<file path="config.mk">
export PLATFORM = sky130hd
export DESIGN_NAME = bcd_to_bin_seq_flat
export DESIGN_NICKNAME = d
export VERILOG_FILES = /design/src/rtl/bcd_to_bin_seq_if.sv /design/src/rtl/bcd_to_bin_seq.sv /design/src/flat_wrapper.sv
export SDC_FILE = /design/constraint.sdc
export NUM_CORES = 1
export LEC_CHECK = 0
export ABC_AREA = 1
export CAP_MARGIN = 5
export CORE_ASPECT_RATIO = 0.7
export CORE_MARGIN = 5
export CORE_UTILIZATION = 55
export CTS_CLUSTER_DIAMETER = 50
export DETAILED_ROUTE_END_ITERATION = 6
export HOLD_SLACK_MARGIN = 0.03
export PLACE_DENSITY = 0.82
export SLEW_MARGIN = 20
export SYNTH_ARGS = -nofsm -noshare
export SYNTH_HDL_FRONTEND = slang
export SYNTH_SLANG_ARGS = --single-unit
</file>
<file path="constraint.sdc">
create_clock -name Clock -period 2.2 [get_ports Clock]
set_clock_uncertainty 0.2 [all_clocks]
set_input_delay 0.66 -clock Clock [delete_from_list [all_inputs] [get_ports Clock]]
set_output_delay 0.66 -clock Clock [all_outputs]
set_load 0.1 [all_outputs]
</file>
<file path="src/rtl/bcd_to_bin_seq_if.sv">
// bcd_to_bin_seq_if: start/operand request and result bundle for the BCD-to-binary converter
interface bcd_to_bin_seq_if #(parameter int NDIG = 2, parameter int OUTW = 7);
  logic              Start;
  logic [4*NDIG-1:0] BCDin;
  logic              Busy;
  logic              Done;
  logic              Err;
  logic [OUTW-1:0]   Bin;
  modport master(output Start, BCDin, input Busy, Done, Err, Bin);
  modport slave(input Start, BCDin, output Busy, Done, Err, Bin);
endinterface

</file>
<file path="src/rtl/bcd_to_bin_seq.sv">
// bcd_to_bin_seq: sequential reverse double-dabble BCD-to-binary converter, one result bit per clock
module bcd_to_bin_seq #(
  parameter int NDIG = 2,
  parameter int OUTW = 7
) (
  input logic              Clock,
  input logic              Resetn,
  bcd_to_bin_seq_if.slave  bus
);
  localparam int CW = $clog2(OUTW + 1);
  localparam logic [CW-1:0] LAST = CW'(OUTW - 1);
  typedef enum logic [1:0] {IDLE, SHIFT, DONE} state_t;
  state_t            state, state_n;
  logic [4*NDIG-1:0] bcd_reg, bcd_shr, bcd_sh;
  logic [OUTW-1:0]   bin_reg, bin_q;
  logic [CW-1:0]     cnt;
  logic              bad, in_bad, err_q, done_q;
  assign bcd_shr  = bcd_reg >> 1;
  assign bus.Busy = state == SHIFT;
  assign bus.Done = done_q;
  assign bus.Err  = err_q;
  assign bus.Bin  = bin_q;
  always_comb begin
    bcd_sh = bcd_shr;
    in_bad = 1'b0;
    for (int i = 0; i < NDIG; i++) begin
      bcd_sh[4*i+:4] = bcd_shr[4*i+:4] >= 4'd8 ? bcd_shr[4*i+:4] - 4'd3 : bcd_shr[4*i+:4];
      in_bad = in_bad | (bus.BCDin[4*i+:4] > 4'd9);
    end
    state_n = state == IDLE  ? (bus.Start ? (in_bad ? DONE : SHIFT) : IDLE) :
              state == SHIFT ? (cnt == LAST ? DONE : SHIFT) : IDLE;
  end
  always_ff @(posedge Clock or negedge Resetn)
    if (!Resetn) state <= IDLE;
    else state <= state_n;
  // Bin/Err publish together with the registered Done as DONE is left
  always_ff @(posedge Clock or negedge Resetn)
    if (!Resetn) begin
      bcd_reg <= '0;
      bin_reg <= '0;
      cnt     <= '0;
      bad     <= 1'b0;
      done_q  <= 1'b0;
      err_q   <= 1'b0;
      bin_q   <= '0;
    end else begin
      done_q <= state == DONE;
      if (state == IDLE && bus.Start) begin
        bcd_reg <= bus.BCDin;
        bin_reg <= '0;
        cnt     <= '0;
        bad     <= in_bad;
      end else if (state == SHIFT) begin
        bcd_reg <= bcd_sh;
        bin_reg <= {bcd_reg[0], bin_reg[OUTW-1:1]};
        cnt     <= cnt + 1'b1;
      end else if (state == DONE) begin
        bin_q <= bad ? '0 : bin_reg;
        err_q <= bad;
      end
    end
endmodule
</file>
<file path="src/flat_wrapper.sv">
// flat-port wrapper written by rule: the top's interface ports become plain ports
module bcd_to_bin_seq_flat 
#(
  parameter int NDIG = 2,
  parameter int OUTW = 7
)
  (Clock, Resetn, bus_Start, bus_BCDin, bus_Busy, bus_Done, bus_Err, bus_Bin);
  bcd_to_bin_seq_if #(.NDIG(NDIG), .OUTW(OUTW)) bus_i ();
  input logic Clock;
  input logic Resetn;
  input wire logic [$bits(bus_i.Start)-1:0] bus_Start;
  input wire logic [$bits(bus_i.BCDin)-1:0] bus_BCDin;
  output wire logic [$bits(bus_i.Busy)-1:0] bus_Busy;
  output wire logic [$bits(bus_i.Done)-1:0] bus_Done;
  output wire logic [$bits(bus_i.Err)-1:0] bus_Err;
  output wire logic [$bits(bus_i.Bin)-1:0] bus_Bin;
  assign bus_i.Start = bus_Start;
  assign bus_i.BCDin = bus_BCDin;
  assign bus_Busy = bus_i.Busy;
  assign bus_Done = bus_i.Done;
  assign bus_Err = bus_i.Err;
  assign bus_Bin = bus_i.Bin;
  bcd_to_bin_seq #(.NDIG(NDIG), .OUTW(OUTW)) u_core (.Clock(Clock), .Resetn(Resetn), .bus(bus_i));
endmodule
</file>
* Yosys cells after proc, flatten, opt, wreduce, memory -nomap -nowiden
Cells that the tools add are included.
** Word-level totals
- Logic and storage cells :: 39
- Bits of input ports :: 11
- Output and inout bits :: 10
- Flip-flop bits (word level) :: 30
** Cells by class
- Muxes and demuxes :: 14
- Bitwise operators :: 3
- Equal/unequal tests :: 3
- Magnitude comparators :: 4
- Reductions and logical operators :: 4
- Add/sub/neg operators :: 3
** Operators with widths (number)
- $mux 7 :: 3
- $mux 8 :: 2
- $mux 2 :: 5
- $gt 4x4->1 const B :: 2
- $mux 4 :: 2
- $mux 3 :: 2
- $ge 3x4->1 const B :: 1
- $ge 4x4->1 const B :: 1
- $sub 3x2->4 const B :: 1
- $sub 4x2->4 const B :: 1
- $add 3x1->3 const B :: 1
- $eq 3x3->1 const B :: 1
- $reduce_and 3->1 :: 1
- $eq 2x1->1 const B :: 1
- $eq 2x2->1 const B :: 1
- $logic_not 2->1 :: 1
- $not 1->1 :: 2
- $reduce_bool 2->1 :: 1
- $logic_and 1x1->1 :: 1
- $or 1x1->1 :: 1

* Longest topological paths before layout
- Depth after elaboration :: 5
- Gate-level depth with buffers :: 6
- Gate-level depth less buffers :: 6

* Least setup slack after synthesis
Ideal clock, no wire load.
- Path kind :: register to output
- Start point :: reg u_core.state[0]
- End point :: out bus_Busy
- Setup slack :: 438 ps
- Cell stages (with the launch flop) :: 4
- Data required time :: 1340 ps
- Buffers on the path :: 1
- Arrival time :: 902 ps
- Cell sequence :: dfrtp_1 > inv_2 > nor2_2 > buf_4
** On the way
- Cells in the longest elaborated chain, start to end :: 1
** RTL lines
- start, declared :: RTL line bcd_to_bin_seq.sv:13 : state_t state, state_n;
- start signal, assigned :: RTL line bcd_to_bin_seq.sv:35 : else state <= state_n;
- $eq 2x1->1 :: RTL line bcd_to_bin_seq.sv:19 : assign bus.Busy = state == SHIFT;
- end, declared :: RTL line flat_wrapper.sv:13 : output wire logic [$bits(bus_i.Busy)-1:0] bus_Busy;
Every way passes these cells.

* Worst setup path in the final report
Ends and elaborated chain as after synthesis.

==> impl_metrics.json <==
{
  "hold-path-endpoint": "u_core.bcd_reg[4]",
  "fin_crit_ps": 2060,
  "ff2ff_path_depth": 3,
  "n_antenna_cell": 0,
  "pwr_density_cell_mw_per_mm2": 1470,
  "clock_sinks": 30,
  "grt_pass1_vias": 1047,
  "fin_tns_setup_ps": 0,
  "synth_area_leaders": "dfrtp_1 (58%), nand2_1 (11%), nand3_1 (8.8%)",
  "core_mm2": 0.00221,
  "synth.top_cell.area_share_pct": 57.7,
  "max_slew_margin_pct": 75.6,
  "syn_area_mm2": 0.00130,
  "worstPathCellList": "inv_2 -> nor2_2 -> buf_12",
  "yosysTopAreaCell": "dfrtp_1",
  "route.detailed.drc": 0,
  "synth_fa_ha_area_share_pct": 3.85,
  "die_x_um": 68.1,
  "drive_gt1_share_pct": 15.2,
  "hold_depth": 2,
  "routedWlPerCell_um": 13.4,
  "synth_cells": 144,
  "synthMuxAreaShare_pct": 0,
  "numCtsBuffers": 5,
  "post_cts_buffers": 0,
  "path_clk_slew_ps": 100,
  "grt_use_total_pct": 18.9,
  "ff2ff_setup_slack_ps": 640,
  "routed_wl_mm": 2.73,
  "crit_required_ps": 1340,
  "die_h_um": 50.7,
  "first_iter_violations": 114,
  "outcome": "finished clean",
  "yosysWarnings": 0,
  "slowest_stage": "dfrtp_1",
  "synth_compound_area_share_pct": 9.23,
  "worstSetupPathType": "register to primary output",
  "synth_simple_gate_area_share_pct": 22.0,
  "drv_cap": 0,
  "finalWeightedCongestion": 0.806,
  "cts_hold_buf": 0,
  "cts_root_buffer": "clkbuf_4",
  "multi_input_area_um2": 465,
  "p_comb_share_pct": 50.2,
  "hold_viol": 0,
  "dpl.hpwl_mm": 1.99,
  "clkLatencyLatePin_ps": 330,
  "core.rowCount": 14,
  "seq_power_share_pct": 36.1,
  "ys_types": 16,
  "antenna_found_initial": 0,
  "placed_cells": 195,
  "leakage_nw": 0.806,
  "seqCellArea_um2": 751,
  "worstHoldStart": "u_core.bcd_reg[5]",
  "cts_tree": "yes",
  "finalNonFillerCells": 203,
  "worstSetupStartpointType": "register",
  "grt_max_degree": 31,
  "switching_share_pct": 47.1,
  "synth_top_family_by_area": "simple AND/OR/NAND/NOR gates",
  "vias": 1063,
  "avgViaCountPerCell": 5.24,
  "rsz0062_at_grt": "no",
  "yosysSeqAreaShare_pct": 57.7,
  "crit-reg2reg-launch": "u_core.state[0]",
  "synth-xor-area-share_pct": 0.673,
  "tightestPinTransition_ps": 364,
  "grt_pass1_wl_mm": 4.76,
  "cts.htree.levels": 2,
  "avgSynthCellArea_um2": 9.04,
  "critical_path.max_fanout": 5,
  "p_int_mw": 1.32,
  "clk_path_buf_depth": 2,
  "start_util_pct": 59.0,
  "io_pins": 21,
  "fmax_mhz": 486,
  "slew_violations": 0,
  "cts_resized": 0,
  "setup_viol": 0,
  "worst_ep_arrival_time_ps": 1200,
  "hold_path.class": "register to register",
  "die-area_mm2": 0.00345,
  "area_delta_synth_final_pct": 30.9,
  "p_switching_mw": 1.18,
  "cp-end-kind": "primary output",
  "period_share_pct": 93.6,
  "final_nets": 185,
  "clkPwrFrac_pct": 13.8,
  "ant_nets": 0,
  "drt-pass1-iter-count": 4,
  "grt.overflow.total": 0,
  "cp-startpoint": "u_core.state[0]",
  "slowest_delay_ps": 460,
  "rr_endpoint": "u_core.bin_reg[6]",
  "largest_reg_flops": 8,
  "port_buffers": 20,
  "yosys_register_bits": 30,
  "fill_cells": 152,
  "syn_nets": 159,
  "peakVddDrop_v": 0.000684
}
-- per-stage QoR --
stage | utilization (%) | hold slack (ps) | area [um^2] | setup WS [ps] | power, mW
after global routing | 77.2 | 339 | 1700 | 57.3 | 2.66
after detailed placement | 74.4 | 285 | 1640 | 212 | 2.17
final | 77.2 | 298 | 1700 | 142 | 2.50
after CTS | 77.2 | 294 | 1700 | 129 | 2.51
after global placement | 74.4 | 276 | 1640 | 229 | 2.10
after floorplan | - | 164 | 1300 | 438 | 1.71
-- layout by cell type (no fill, tap or decap) --
master and n:
nand2_2 1, clkbuf_4 5, o21ai_0 13, o21ai_1 2, ha_1 4, o22ai_1 6, dfrtp_1 30, clkbuf_1 1
nor2_2 3, nand2_1 39, clkinv_2 1, buf_12 10, buf_4 3, nand3_1 23, xnor2_1 1, o21a_1 1
inv_1 15, clkdlybuf4s50_1 10, clkbuf_8 1, inv_2 2
-- synth_stat cells, drive strengths merged --
master,instances
nand2,40
nand3,23
buf,3
xnor2,1
dfrtp,30
inv,17
o21ai,15
o21a,1
o22ai,6
ha,4
nor2,3
clkbuf,1
-- critical path, delay by kind of cell (launching register included) --
kind          cells  cell delay, ps
simple gates      1             160
buf+inv           2             250
flops             1             460
-- power groups by stage --
| stage | clock network (mW) | registers [mW] | logic (mW) |
|---|---|---|---|
| 3_3_place_gp | 0 | 0.898 | 1.21 |
| 3_5_place_dp | 0 | 0.910 | 1.26 |
| 2_1_floorplan | 0 | 1.20 | 0.512 |
| 5_1_grt | 0.377 | 0.926 | 1.36 |
| 6_report | 0.344 | 0.901 | 1.25 |
| 4_1_cts | 0.350 | 0.899 | 1.26 |
-- logic make-up (layout without fill, tap and decap cells) --
logic type               after synthesis  in the layout
adder cells (fa/ha/maj)                4              4
AO/OA/AOI/OAI                         22             22
AND/OR/NAND/NOR                       66             66
buffers and inverters                 21             48
XOR/XNOR                               1              1
flip-flops                            30             30
-- how the worst max path moves through the flow --
stage,end,slack (ps),depth (start not counted)
floorplan,bus_Busy,440,3
global placement,u_core.bcd_reg[3],230,5
detailed placement,u_core.state[1],210,5
CTS,bus_Busy,130,3
global route,bus_Busy,60,3
finish,bus_Busy,140,3
-- layout make-up --
class | count | area share [%]
Tap cell | 32 | 2.35
Sequential cell | 30 | 44.1
Inverter | 17 | 3.75
Multi-Input combinational cell | 93 | 27.3
Timing Repair Buffer | 23 | 19.0
Clock inverter | 1 | 0.294
Clock buffer | 7 | 3.23
-- per-layer routing --
| layer | vias up | track usage, % | part of all wire [%] |
|---|---|---|---|
| met5 | - | 0 | 0 |
| met3 | 8 | 8.26 | 5.9 |
| met4 | 0 | 6.93 | 1.5 |
| met2 | 25 | 28.3 | 47 |
| met1 | 509 | 24.3 | 45 |
| li1 | 521 | - | - |
(Power assumes the default switching activity.)
==> variant 1: new RTL, same flow settings <==
Encoding of `state_t`: now one-hot (3 bits for 3 states).
--- a/src/rtl/bcd_to_bin_seq.sv
+++ b/src/rtl/bcd_to_bin_seq.sv
@@ -9,7 +9,7 @@
 );
   localparam int CW = $clog2(OUTW + 1);
   localparam logic [CW-1:0] LAST = CW'(OUTW - 1);
-  typedef enum logic [1:0] {IDLE, SHIFT, DONE} state_t;
+  typedef enum logic [2:0] {IDLE = 3'b001, SHIFT = 3'b010, DONE = 3'b100} state_t;
   state_t            state, state_n;
   logic [4*NDIG-1:0] bcd_reg, bcd_shr, bcd_sh;
   logic [OUTW-1:0]   bin_reg, bin_q;
Formal check against the unedited RTL: no difference found for any inputs over 10 cycles, from zero or initial values and one cycle with Resetn low; not proved beyond that.
==> variant 1 against the original RTL <==
  * Design area grew 9.6%
  * Largest power group is now sequential cells
  * Register-to-register slack lost 0.04 ns
  * Wire length grew 6.6%
  * Worst setup slack lost 0.068 ns
  * Area after synthesis grew 9.5%
  * Total power shrank 20%
  * Sequential cell count grew 1
==> variant 1: results (changes against the original RTL) <==
[global_routing]
grt_max_degree = 32  ; +3.2%
grt_pass1_wl_um = 4780  ; +0.42%
grt_pass1_vias = 1024  ; -2.2%
antenna_found_initial = 0  ; unchanged
grt_usage = 0.173  ; -0.0160
overflow = 0  ; unchanged

[timing]
final_max_slew_viol_count = 0  ; unchanged
fin_hold_ws_ns = 0.287  ; -0.0113 ns
layout_worst_path_cycle_share = 0.967  ; +0.0310
tightest_slew_ns = 0.372  ; +0.00808 ns

[placed_design]
place_area_sq_mm = 0.00176  ; +6.9%
place.gp.congestion = 0.863  ; +7.0%
placedCellCount = 208  ; +6.7%
io_buffers = 20  ; unchanged
hpwl_um = 2240  ; +13%
post-place-ws_ns = 0.0135  ; -0.199 ns

[final_layout]
num-nets-final = 197  ; +6.5%
drive_gt1_frac = 0.202  ; +0.0501
diodes = 0  ; unchanged
largest_reg_flops = 8  ; unchanged

[power]
leakage_nw = 0.866  ; +7.5%
peakVddDrop_mv = 0.654  ; -4.3%

[setup_path]
arrival_ns = 1.27  ; +0.07 ns
r2r_end = u_core.state[2]$_DFF_PN0_
crit_path_max_fanout = 5  ; unchanged
r2r_cells = 6  ; +3
reg2reg_slack_ns = 0.60  ; -0.04 ns
endpoint = bus_Busy
crit_path_start = u_core.state[2]$_DFF_PN0_
reg2reg_from = u_core.state[0]$_DFF_PN1_

[logic_synthesis]
syn-num-nets = 170  ; +6.9%
synthFlopType = dfrtp_1
syn_area_per_cell_sq_um = 9.19  ; +1.7%
synthTopCellsByCount = nand2_1 (46), dfrtp_1 (30), o21ai_0 (17)
synth.yosys.seq_area_share = 0.545  ; -0.0317
synth.distinct_cells = 24  ; +8
synth_area_leaders = dfrtp_1 (53%), nand2_1 (12%), o21ai_0 (6.0%), nand3_1 (5.3%), inv_1 (4.2%)
async_flop_share = 1.00  ; unchanged
yosysWarnings = 0  ; unchanged

[cts]
clk_pin_slew_ns = 0.06  ; -0.04 ns
cts_buffers = 5  ; unchanged
root_buffer = clkbuf_8
cts_buffer_depth = 2  ; unchanged
clock_latency_ns = 0.28  ; -0.05 ns
h-tree-depth = 2  ; unchanged

[drt]
wirelength_um = 2900  ; +6.6%
drt_iter0_markers = 96  ; -16%
via_count = 1130  ; +6.3%
vias_per_cell = 5.21  ; -0.56%
drt-pass1-iter-count = 4  ; unchanged

[outcome]
status = finished clean

[worst_hold_path]
hold_path_depth = 2  ; unchanged
hold_path_class = reg2reg
hold_end = u_core.bin_reg[4]$_DFFE_PN0P_
min_from = u_core.bin_reg[5]$_DFFE_PN0P_

## variant 1: cell count changes after synthesis, sizes merged, moves of 6 or more
| cell | before | now |
|---|---|---|
| nand2 | 40 | 50 |
| nand3 | 23 | 17 |
| o21ai | 15 | 21 |
| o22ai | 6 | 0 |
## variant 1: cells by family (layout without fill, tap and decap cells)
kind of cell,Yosys count,count (layout),synth area share
xor+xnor,1,1,0.00615
flops,31,31,0.545
fa+ha+maj,4,4,0.0351
buf+inv,22,50,0.0685
simple gates,74,74,0.255
compound gates,23,23,0.0904
## variant 1: routing by layer
layer  up-vias  track usage  routed length [um]
met5         -            0                   0
met4         0       0.0750                  36
met3         4       0.0498                 181
met2        39        0.265                1380
met1       546        0.231                1300
li1        541            -                   -
## variant 1: through the flow
stage | power (W) | util
global route | 0.00212 | 0.753
floorplan | 0.00130 | -
finish | 0.00201 | 0.753
detailed placement | 0.00153 | 0.709
CTS | 0.00201 | 0.749
global placement | 0.00150 | 0.709
## variant 1: worst max-delay path, stage by stage (launching register included)
cell	delay (ns)
dfrtp_1	0.38
inv_2	0.10
nand2_2	0.07
nor2_4	0.22
buf_12	0.21
## variant 1: area by class of cell
class | count | area (sq um)
Sequential cell | 31 | 778
Clock buffer | 8 | 100
Inverter | 19 | 71.3
Fill cell | 173 | 612
Multi-Input combinational cell | 102 | 551
Timing Repair Buffer | 23 | 323
Tap cell | 34 | 42.5
## variant 1: where the power goes
group	switching, W	total (W)	internal [W]
clock network	0.000195	0.000480	0.000285
logic	0.000441	0.000692	0.000251
registers	0.000133	0.000834	0.000701
total	0.000768	0.00201	0.00124
## variant 1: timing repair
action | CTS | global route
gates resized for setup | 0 | 2
hold buffers | 0 | 0
endpoints found under the setup margin | 0 | 1
buffers inserted | 0 | 1
==> variant 2: new RTL, config.mk and constraints unchanged <==
Without the edit above. `NDIG` is set to 2 in 3 places; all go to 1.
--- a/src/rtl/bcd_to_bin_seq_if.sv
+++ b/src/rtl/bcd_to_bin_seq_if.sv
@@ -1,5 +1,5 @@
 // bcd_to_bin_seq_if: start/operand request and result bundle for the BCD-to-binary converter
-interface bcd_to_bin_seq_if #(parameter int NDIG = 2, parameter int OUTW = 7);
+interface bcd_to_bin_seq_if #(parameter int NDIG = 1, parameter int OUTW = 7);
   logic              Start;
   logic [4*NDIG-1:0] BCDin;
   logic              Busy;
--- a/src/rtl/bcd_to_bin_seq.sv
+++ b/src/rtl/bcd_to_bin_seq.sv
@@ -1,6 +1,6 @@
 // bcd_to_bin_seq: sequential reverse double-dabble BCD-to-binary converter, one result bit per clock
 module bcd_to_bin_seq #(
-  parameter int NDIG = 2,
+  parameter int NDIG = 1,
   parameter int OUTW = 7
 ) (
   input logic              Clock,
--- a/src/flat_wrapper.sv
+++ b/src/flat_wrapper.sv
@@ -1,7 +1,7 @@
 // flat-port wrapper written by rule: the top's interface ports become plain ports
 module bcd_to_bin_seq_flat 
 #(
-  parameter int NDIG = 2,
+  parameter int NDIG = 1,
   parameter int OUTW = 7
 )
   (Clock, Resetn, bus_Start, bus_BCDin, bus_Busy, bus_Done, bus_Err, bus_Bin);
Ports: changed (resized bus_BCDin); port bits go from 21 to 17. No check against the original RTL was run, so the function may have changed too.
==> variant 2 against the original RTL <==
  * Sequential cell count down 4
  * Design area fell by 18%
  * Total power is 14% lower
  * Clock power fell by 44%
  * Area after synthesis decreased by 15%
  * Wire length fell by 16%
  * Worst setup slack gained 0.038 ns
  * Largest power group unchanged
==> variant 2: results (changes against the original RTL) <==
[final_layout]
drive_gt1_frac = 0.148  ; -0.00416
diodes = 0  ; unchanged
num-nets-final = 153  ; -17%
fill_cells = 139  ; -8.6%

[cts]
h-tree-depth = 1  ; -1
cts-resized-gates = 0  ; unchanged
root_buffer = clkbuf_4
clk_pin_slew_ns = 0.13  ; +0.03 ns
clock_latency_ns = 0.32
post_cts_buffers = 0  ; unchanged
cts_buffers = 3  ; -2
cts_buffer_depth = 2  ; unchanged

[outcome]
status = finished clean

[placed_design]
place.gp.congestion = 0.742  ; -8.0%
hpwl_um = 1690  ; -15%
post-place-ws_ns = 0.186  ; -0.0265 ns
io_buffers = 16  ; -20%

[power]
peakVddDrop_mv = 1.43  ; +110%
leakage_nw = 0.742  ; -7.9%

[setup_path]
crit_path_max_fanout = 4  ; -1
arrival_ns = 1.16  ; -0.04 ns
crit_path_start = u_core.state[1]$_DFF_PN0_
reg2reg_from = u_core.state[0]$_DFF_PN0_

[logic_synthesis]
synth.yosys.seq_area_share = 0.587  ; +0.00998
syn-num-nets = 133  ; -16%
synthFlopType = dfrtp_1
synth.distinct_cells = 12  ; -4
yosysWarnings = 0  ; unchanged
synthTopCellsByCount = nand2_1 (50), dfrtp_1 (26), nand3_1 (21)
synth_area_leaders = dfrtp_1 (59%), nand2_1 (17%), nand3_1 (9.5%), inv_1 (2.4%), ha_1 (2.3%)
async_flop_share = 1.00  ; unchanged

[global_routing]
antenna_found_initial = 0  ; unchanged
overflow = 0  ; unchanged
grt_usage = 0.180  ; -0.00951
grt_max_degree = 27  ; -13%
grt_pass1_wl_um = 3930  ; -18%
grt_pass1_vias = 840  ; -20%

[drt]
wirelength_um = 2280  ; -16%
via_count = 887  ; -17%
drt-pass1-iter-count = 4  ; unchanged
drt_iter0_markers = 47  ; -59%

[timing]
relSlewSlack = 0.784  ; +0.0276
final_max_slew_viol_count = 0  ; unchanged

[worst_hold_path]
min_from = u_core.bin_reg[0]$_DFFE_PN0P_
hold_path_class = reg2reg

[variant 2: cell count changes after synthesis, sizes merged]
cell / delta
nor2: +4
o22ai: -6
dfrtp: -4
ha: -2
clkbuf: -1
o21a: -1
inv: -9
nand3: -2
o21ai: -11
nand2: +13
xnor2: -1
[variant 2: cell type report]
| cell class | instances | share of cell area |
|---|---|---|
| flip-flops and latches | 26 | 0.463 |
| multi-input cells | 87 | 0.283 |
| repair buffers | 18 | 0.196 |
| inverters | 8 | 0.0214 |
| well taps | 22 | 0.0196 |
| clock buffers | 3 | 0.0160 |
[variant 2: where the power goes]
group          switching (W)  internal, W
Clock               0.000129    0.0000642
Combinational       0.000761     0.000384
Sequential          0.000168     0.000651
Total                0.00106      0.00110
[variant 2: per-stage QoR]
stage	cells	area, sq um
5_1_grt	164	1400
6_report	164	1400
2_1_floorplan	124	1110
3_5_place_dp	161	1380
4_1_cts	164	1400
3_3_place_gp	161	1380
[variant 2: worst paths after layout]
path                                                      end  slack (ns)  depth (start not counted)
worst max-delay path                                 bus_Busy        0.18                          2
min in group asynchronous       u_core.bcd_reg[3]$_DFFE_PN0P_        0.49                          2
worst min register to register  u_core.bus.Bin[0]$_DFFE_PN0P_        0.31                          2
worst min-delay path            u_core.bus.Bin[0]$_DFFE_PN0P_        0.31                          2
worst max register to register  u_core.bus.Bin[0]$_DFFE_PN0P_        0.84                          5
max in group asynchronous       u_core.bin_reg[4]$_DFFE_PN0P_        1.07                          2
[variant 2: logic make-up after synthesis]
logic type | Yosys count | share of synthesized area
AND/OR/NAND/NOR | 81 | 0.318
flip-flops | 26 | 0.587
adder cells (fa/ha/maj) | 2 | 0.0226
AO/OA/AOI/OAI | 4 | 0.0181
buffers and inverters | 11 | 0.0542
[variant 2: worst max-delay path: stages, from the launching register on]
cell,delay (ns)
dfrtp_1,0.49
nor2_4,0.17
buf_12,0.18
[variant 2: per-layer routing]
| layer | routed length (um) | track usage | vias up |
|---|---|---|---|
| met2 | 1150 | 0.300 | 37 |
| met5 | 0 | 0 | - |
| met3 | 185 | 0.0587 | 6 |
| met4 | 50 | 0.104 | 0 |
| li1 | - | - | 428 |
| met1 | 899 | 0.213 | 416 |
